## src/rtl/hazard_ctrl.sv

```systemverilog
`default_nettype none
// ============================================================================
// Module      : hazard_ctrl
// Description : Decode-stage scheduler. Tracks in-flight register writers in a
//               3-slot shadow scoreboard (EX, MEM, WB) and produces the decode
//               forwarding selects, pipeline stall, IF flush and HALT drain.
// Revision    : 1.0 - initial release
// ============================================================================
module hazard_ctrl #(
    parameter int CNT_W = 16,
    parameter int DRAIN = 3
) (
    input  logic             clk,
    input  logic             rst,
    input  logic             id_valid,
    input  logic [2:0]       id_rs,
    input  logic [2:0]       id_rt,
    input  logic             id_use_rs,
    input  logic             id_use_rt,
    input  logic             id_early,
    input  logic             id_wr,
    input  logic [2:0]       id_dst,
    input  logic             id_load,
    input  logic             id_halt,
    input  logic             redirect,
    output logic [1:0]       fwd_A,
    output logic [1:0]       fwd_B,
    output logic             stall,
    output logic             flush_if,
    output logic             halted,
    output logic [CNT_W-1:0] stall_cnt
);

    localparam int              DC_W       = (DRAIN < 2) ? 1 : $clog2(DRAIN + 1);
    localparam logic [DC_W-1:0] DRAIN_LOAD = DC_W'(DRAIN);
    localparam logic [DC_W-1:0] DRAIN_LAST = DC_W'(1);

    localparam logic [1:0] ST_RUN    = 2'd0;
    localparam logic [1:0] ST_DRAIN  = 2'd1;
    localparam logic [1:0] ST_HALTED = 2'd2;

    typedef struct packed {
        logic       v;
        logic       wr;
        logic [2:0] dst;
        logic       ld;
    } slot_t;

    localparam slot_t SLOT_EMPTY = '0;

    slot_t           ex_slot;
    slot_t           mem_slot;
    slot_t           wb_slot;
    slot_t           ex_next;
    logic [1:0]      state;
    logic [1:0]      state_next;
    logic [DC_W-1:0] drain_cnt;
    logic [2:0]      haz_a;
    logic [2:0]      haz_b;
    logic            run;
    logic            issue;
    logic            issue_halt;

    // Per-operand hazard resolution, result is {stall, fwd[1:0]}.
    // Slots are searched youngest first so the most recent writer wins.
    function automatic logic [2:0] resolve(
        input logic [2:0] r,
        input logic       use_r,
        input logic       valid,
        input logic       early,
        input slot_t      ex,
        input slot_t      mem,
        input slot_t      wb
    );
        logic [2:0] res;
        res = 3'b000;
        if (valid && use_r) begin
            if (ex.v && ex.wr && (ex.dst == r)) begin
                // ALU result in EX is picked up by the EX-stage bypass later;
                // a load or an early consumer has to wait.
                res = {(early || ex.ld), 2'b00};
            end else if (mem.v && mem.wr && (mem.dst == r)) begin
                res = (mem.ld && early) ? 3'b100 : 3'b010;
            end else if (wb.v && wb.wr && (wb.dst == r)) begin
                res = 3'b001;
            end
        end
        return res;
    endfunction

    assign haz_a = resolve(id_rs, id_use_rs, id_valid, id_early, ex_slot, mem_slot, wb_slot);
    assign haz_b = resolve(id_rt, id_use_rt, id_valid, id_early, ex_slot, mem_slot, wb_slot);

    assign run        = (state == ST_RUN);
    assign issue      = run && !stall && id_valid;
    assign issue_halt = issue && id_halt;

    // HALT never enters EX; anything not issued becomes a bubble.
    assign ex_next = (issue && !id_halt) ? '{v: 1'b1, wr: id_wr, dst: id_dst, ld: id_load}
                                         : SLOT_EMPTY;

    // State register.
    always_ff @(posedge clk or negedge rst) begin
        if (!rst) begin
            state <= ST_RUN;
        end else begin
            state <= state_next;
        end
    end

    // Next-state logic: RUN -> DRAIN on HALT issue, DRAIN -> HALTED when the counter runs out.
    always_comb begin
        state_next = state;
        case (state)
            ST_RUN:    if (issue_halt) state_next = ST_DRAIN;
            ST_DRAIN:  if (drain_cnt <= DRAIN_LAST) state_next = ST_HALTED;
            ST_HALTED: state_next = ST_HALTED;
            default:   state_next = ST_RUN;
        endcase
    end

    // Output logic: stall, forwarding selects, IF flush and halted flag.
    always_comb begin
        stall    = 1'b1;
        halted   = 1'b0;
        case (state)
            ST_RUN:    stall = haz_a[2] | haz_b[2];
            ST_DRAIN:  stall = 1'b1;
            ST_HALTED: begin
                stall  = 1'b1;
                halted = 1'b1;
            end
            default:   stall = 1'b1;
        endcase
        fwd_A    = stall ? 2'b00 : haz_a[1:0];
        fwd_B    = stall ? 2'b00 : haz_b[1:0];
        flush_if = redirect && id_valid && !stall && (state == ST_RUN);
    end

    // Drain counter: loaded on HALT issue, counts down while draining.
    always_ff @(posedge clk or negedge rst) begin
        if (!rst) begin
            drain_cnt <= '0;
        end else if (issue_halt) begin
            drain_cnt <= DRAIN_LOAD;
        end else if ((state == ST_DRAIN) && (drain_cnt != '0)) begin
            drain_cnt <= drain_cnt - 1'b1;
        end
    end

    // Shadow scoreboard shift: EX -> MEM -> WB every cycle.
    always_ff @(posedge clk or negedge rst) begin
        if (!rst) begin
            ex_slot  <= SLOT_EMPTY;
            mem_slot <= SLOT_EMPTY;
            wb_slot  <= SLOT_EMPTY;
        end else begin
            ex_slot  <= ex_next;
            mem_slot <= ex_slot;
            wb_slot  <= mem_slot;
        end
    end

    // Saturating count of hazard stall cycles while running.
    always_ff @(posedge clk or negedge rst) begin
        if (!rst) begin
            stall_cnt <= '0;
        end else if (run && stall && (stall_cnt != {CNT_W{1'b1}})) begin
            stall_cnt <= stall_cnt + 1'b1;
        end
    end

endmodule
`default_nettype wire
```

## config.mk

```make
export PLATFORM = sky130hd
export DESIGN_NAME = hazard_ctrl
export DESIGN_NICKNAME = d
export VERILOG_FILES = /design/src/rtl/hazard_ctrl.sv
export SDC_FILE = /design/constraint.sdc
export NUM_CORES = 1
export LEC_CHECK = 0
export BUFFER_PORTS_ARGS = -buffer_cell sky130_fd_sc_hd__buf_2
export CAP_MARGIN = 30
export CORE_MARGIN = 1
export CORE_UTILIZATION = 25
export DETAILED_ROUTE_END_ITERATION = 16
export PLACE_DENSITY_LB_ADDON = 0.1
export SLEW_MARGIN = 20
export SYNTH_ARGS = -nofsm -noshare
export SYNTH_HDL_FRONTEND = slang
export SYNTH_SLANG_ARGS = --single-unit
```

## constraint.sdc

```tcl
create_clock -name clk -period 5.19 [get_ports clk]
set_input_delay 0.519 -clock clk [delete_from_list [all_inputs] [get_ports clk]]
set_output_delay 0.519 -clock clk [all_outputs]
set_load 0.01 [all_outputs]
```

# Word-level counts from Yosys, hierarchy flattened
# Cells that the tools add are included.
# word_totals
ff_bits,37
input_bits,19
output_inout_bits,23
wordCells,77
# op_classes
n_addsub,2
n_lt_le_gt_ge,1
n_eq_ne,11
n_mux,19
bitwise,1
reduce_logical,29
# op_table
operator,count
1-bit logical AND,22
3-bit two-way mux,7
3-bit equality test,6
"16-bit by 1-bit adder with 16-bit output, second input constant",1
"16-bit inequality test, second input constant",1
2-bit two-way mux,6
6-bit two-way mux,1
2-bit case mux with 3 select lines,1
1-bit two-way mux,4
2-bit nonzero test,2
"2-bit by 1-bit equality test with 1-bit output, second input constant",1
"2-bit equality test, second input constant",1
"2-bit by 1-bit less-or-equal comparator with 1-bit output, second input constant",1
1-bit zero test,2
2-bit zero test,1
"2-bit by 1-bit inequality test with 1-bit output, second input constant",1
"2-bit inequality test, second input constant",1
2-bit AND reduction,1
"2-bit by 1-bit subtractor with 2-bit output, second input constant",1
1-bit logical OR,1
1-bit bitwise OR,1

# Logic depth before layout (Yosys ltp)
# depth
word_depth,14
ltp_mapped,7
ltp_nobuf,7

# Least setup slack after synthesis
# Ideal clock, no wire load.
# synth_path
kind,in2out
from,in id_rs[2]
to,out fwd_A[1]
t_arrival_ps,2116
required_ps,4671
slack_ps,2555
cell_stages,7
path_buffers,1
cell_sequence,xor2_1 > o41a_1 > a22oi_2 > o21a_2 > buf_6 > nand2_4 > nor3b_1
# synth_via
elab_chain_cells,8
elab_cells_between_ends,10
classes_between,2 x eq/ne; 5 x mux; 1 x bitwise; 2 x reduce/logical
# synth_lines
element,line_no,source
start: declaration,16,"input logic [2:0] id_rs,"
3-bit equality test,82,end else if (mem.v && mem.wr && (mem.dst == r)) begin
1-bit logical AND,82,
3-bit two-way mux,82,
3-bit two-way mux (*),78,if (ex.v && ex.wr && (ex.dst == r)) begin
3-bit two-way mux (*),77,if (valid && use_r) begin
1-bit bitwise OR (*),127,ST_RUN: stall = haz_a[2] | haz_b[2];
1-bit two-way mux (*),126,case (state)
named net stall,28,"output logic stall,"
2-bit two-way mux (*),135,fwd_A = stall ? 2'b00 : haz_a[1:0];
end: declaration,26,"output logic [1:0] fwd_A,"
# The timed path passes the listed nets; every way through them passes the cells marked *.

# Worst setup path in the final report
# layout_path
from,reg ex_slot[3] in the netlist's numbering
to,out fwd_B[1]
# layout_via
elab_chain_cells,7
elab_cells_between_ends,11
classes_between,2 x eq/ne; 6 x mux; 1 x bitwise; 2 x reduce/logical
# layout_lines
element,line_no,source
start: declaration,51,slot_t ex_slot;
start signal: assignment,158,ex_slot <= ex_next;
3-bit equality test,78,
1-bit logical AND,78,
3-bit two-way mux,78,
3-bit two-way mux,77,
1-bit bitwise OR,127,
1-bit two-way mux,126,
2-bit two-way mux (*),136,fwd_B = stall ? 2'b00 : haz_b[1:0];
end: declaration,27,"output logic [1:0] fwd_B,"
# Mark *: on every way between the ends. The rest lies on a longest branch, timed or not.

==> impl_results.md <==
- Met1 global-route usage: 0.168
- CTS Hold Bufs: 0
- Via/cell ratio: 4.40
- Area leader, netlist: dfrtp_1
- Cell variety after synth: 38
- Power per cell area: 221 nW/µm²
- CTS Buf Count: 5
- # rows: 31
- Peak supply drop: 0.106 mV
- Fin crit period: 3020 ps
- Startpoint types: flop
- Placed cells: 312
- Vias: 1407
- Drt total wl: 4390 µm
- CTS tree: built
- Most common cell after layout, fill and taps aside: buf_2
- # clock sinks: 37
- Final Hold Viols: 0
- Slew HR: 0.653
- Grt total ovfl: 0
- GR Util met3: 0.0330
- Setup TNS Final: 0 ps
- Share of layout cells above drive strength 1: 0.262
- Yosys top cell area share: 0.480
- Avg Cell Area, Syn: 11.1 µm²
- Non-filler cells, final: 320
- HP Class: in2async
- Final worst slack: 2170 ps
- Worst slew pin tran: 517 ps
- Pin count of the biggest net entering global routing: 38
- Final HPWL DP: 3280 µm
- RSZ-0062 raised after global routing: no
- Warning count from the yosys run: 0
- All-layer global routing usage: 0.118
- Htree depth: 2
- Worst-path maximum fanout: 17
- Finished Cell Area: 2350 µm²
- Worst EP required: 4670 ps
- Seq cells post-synth: 37
- Max cap viols: 0
- Max Clock Freq: 331 MHz
- Clock power share: 0.392
- Met2 usage: 0.168
- # fillers: 801
- Global route hottest layer: met1
- Internal power: 405 µW
- IO Port Bufs: 41
- GP Congestion: 0.745
- Net Sw Frac: 0.223
- Clock latency on the worst-skew pair: 280 ps
- Leak pwr: 0.00122 µW
- Flop pwr share: 0.553
- Clock buffer depth: 2
- Initial DRC Count: 46
- Initial antenna violation count: 0
- Core Footprint: 7370 µm²
- Die H: 89.8 µm
- Post-CTS Setup Inserts: 0
- Clock Pin Slew Worst Setup and Hold Paths: 70 ps
- First-pass GRT wire length: 7430 µm
- Initial core utilization: 0.262
- Horiz. Die Dim: 89.8 µm
- # IOs: 42
- Endpoints failing setup: 0
- Vias in the first global route: 1413
- Crit end category: output port
- Clk_skew: 8.13 ps
- Tcrit/Tclk final: 0.582
- Seq/Total Area, Yosys: 0.480
- Clock root cell: clkbuf_8
- Synthesized area: 1930 µm²
- Syn_nets: 199
- Worst EP arrival: 2500 ps
- Antenna-violating nets left: 0
- Worst slack at placement: 2230 ps
- Area after DPL: 2250 µm²
- Most frequent cells in the layout: buf_2 (41), dfrtp_1 (37), xor2_1 (32), nand2_1 (15)
- Sw Pwr: 116 µW
- Nets@finish: 246
- Slew Viols, Final: 0
- Logic gate share of total power: 0.055
- Post_cts resized: 0
- Ranking of synthesized cells by area: dfrtp_1 (48%), xor2_1 (15%), ha_1 (3.9%)
- Wire per inst: 13.7 µm
- Drt drc: 0
- Outcome: finished clean
- Drt first pass iters: 4
- ANT cells: 0
- Worst setup path category: reg2out
- Gate Count Post-Synth: 174
- Area Overhead vs Synth: 22.0%
- Die ar.: 8070 µm²
worst max-delay path, cell delays in order, from the launching register on:
cell	delay, ps
dfrtp_1	420
xor2_1	170
o41a_1	470
a22oi_2	220
o21a_2	420
nand2_4	130
nor3b_1	220
buf_2	170
synth_stat cells:
master    instances
dfrtp_1          37
xor2_1           32
nand2_1          15
nand3_1           9
nor3_1            9
and2_1            7
ha_1              6
inv_1             6
nand4_1           6
nor4_1            6
nor2_1            4
nor3b_1           3
nor4_4            3
nor4b_1           3
o31ai_1           2
o41a_1            2
or3_1             2
xnor2_1           2
a21oi_1           1
a22oi_2           1
and3_1            1
and4_1            1
and4b_1           1
buf_2             1
buf_4             1
buf_6             1
mux2_2            1
nand2_4           1
nand2b_1          1
nor4_2            1
o211ai_1          1
o21a_1            1
o21a_2            1
o21ai_0           1
o21ai_1           1
o221ai_1          1
o22ai_1           1
or4_1             1
through the flow:
step / total power [µW] / utilization / hold slack [ps]
after floorplan: 303 / - / 223
after global placement: 321 / 0.305 / 365
after detailed placement: 321 / 0.305 / 366
after CTS: 533 / 0.316 / 379
after global routing: 543 / 0.319 / 90.5
final: 521 / 0.319 / 89.7
worst paths after layout:
check	start	to	slack, ps	cells past startpoint
worst min register to register	mem_slot[5]	wb_slot[5]	380	0
worst max register to register	ex_slot[3]	ex_slot[0]	2850	6
worst max-delay path	ex_slot[3]	fwd_B[1]	2170	7
worst min-delay path	rst	state[0]	90	1
max in group asynchronous	rst	stall_cnt[3]	4650	2
min in group clk	mem_slot[5]	wb_slot[5]	380	0
power by group through the flow:
stage / Clock, µW / Combinational, µW / Sequential (µW)
floorplan: 0 / 9.20 / 294
global placement: 0 / 27.6 / 294
finish: 204 / 28.5 / 288
CTS: 217 / 27.7 / 288
global route: 223 / 31.8 / 288
detailed placement: 0 / 27.5 / 294
kinds of logic (layout without fill, tap and decap cells):
logic type / Yosys count / in the layout / synth area share
AOI/OAI and AO/OA: 13 / 13 / 0.0539
muxes: 1 / 1 / 0.00584
adders and majority gates: 6 / 6 / 0.0389
DFF: 37 / 37 / 0.480
xor gates and xnor gates: 34 / 34 / 0.154
and+or+nand+nor: 74 / 74 / 0.243
buffers and inverters: 9 / 56 / 0.0240
final cells by class:
cell class | instances | area (µm²) | share of cell area
Sequential cell | 37 | 926 | 0.394
Clock buffer | 7 | 86.3 | 0.0367
Tap cell | 99 | 124 | 0.0527
Multi-Input combinational cell | 128 | 961 | 0.409
Timing Repair Buffer | 43 | 233 | 0.0989
Inverter | 6 | 22.5 | 0.00957
sequential cells by signal (all words and copies together), names as in the netlist:
| signal | count |
|---|---|
| drain_cnt | 2 |
| ex_slot | 6 |
| mem_slot | 6 |
| stall_cnt | 16 |
| state | 2 |
| wb_slot | 5 |
per-layer routing:
metal,vias up,wire length [µm]
li1,706,-
met1,661,2240
met2,36,1870
met3,4,233
met4,0,40
met5,-,0
Note: power is estimated with default switching activity, not from simulation.
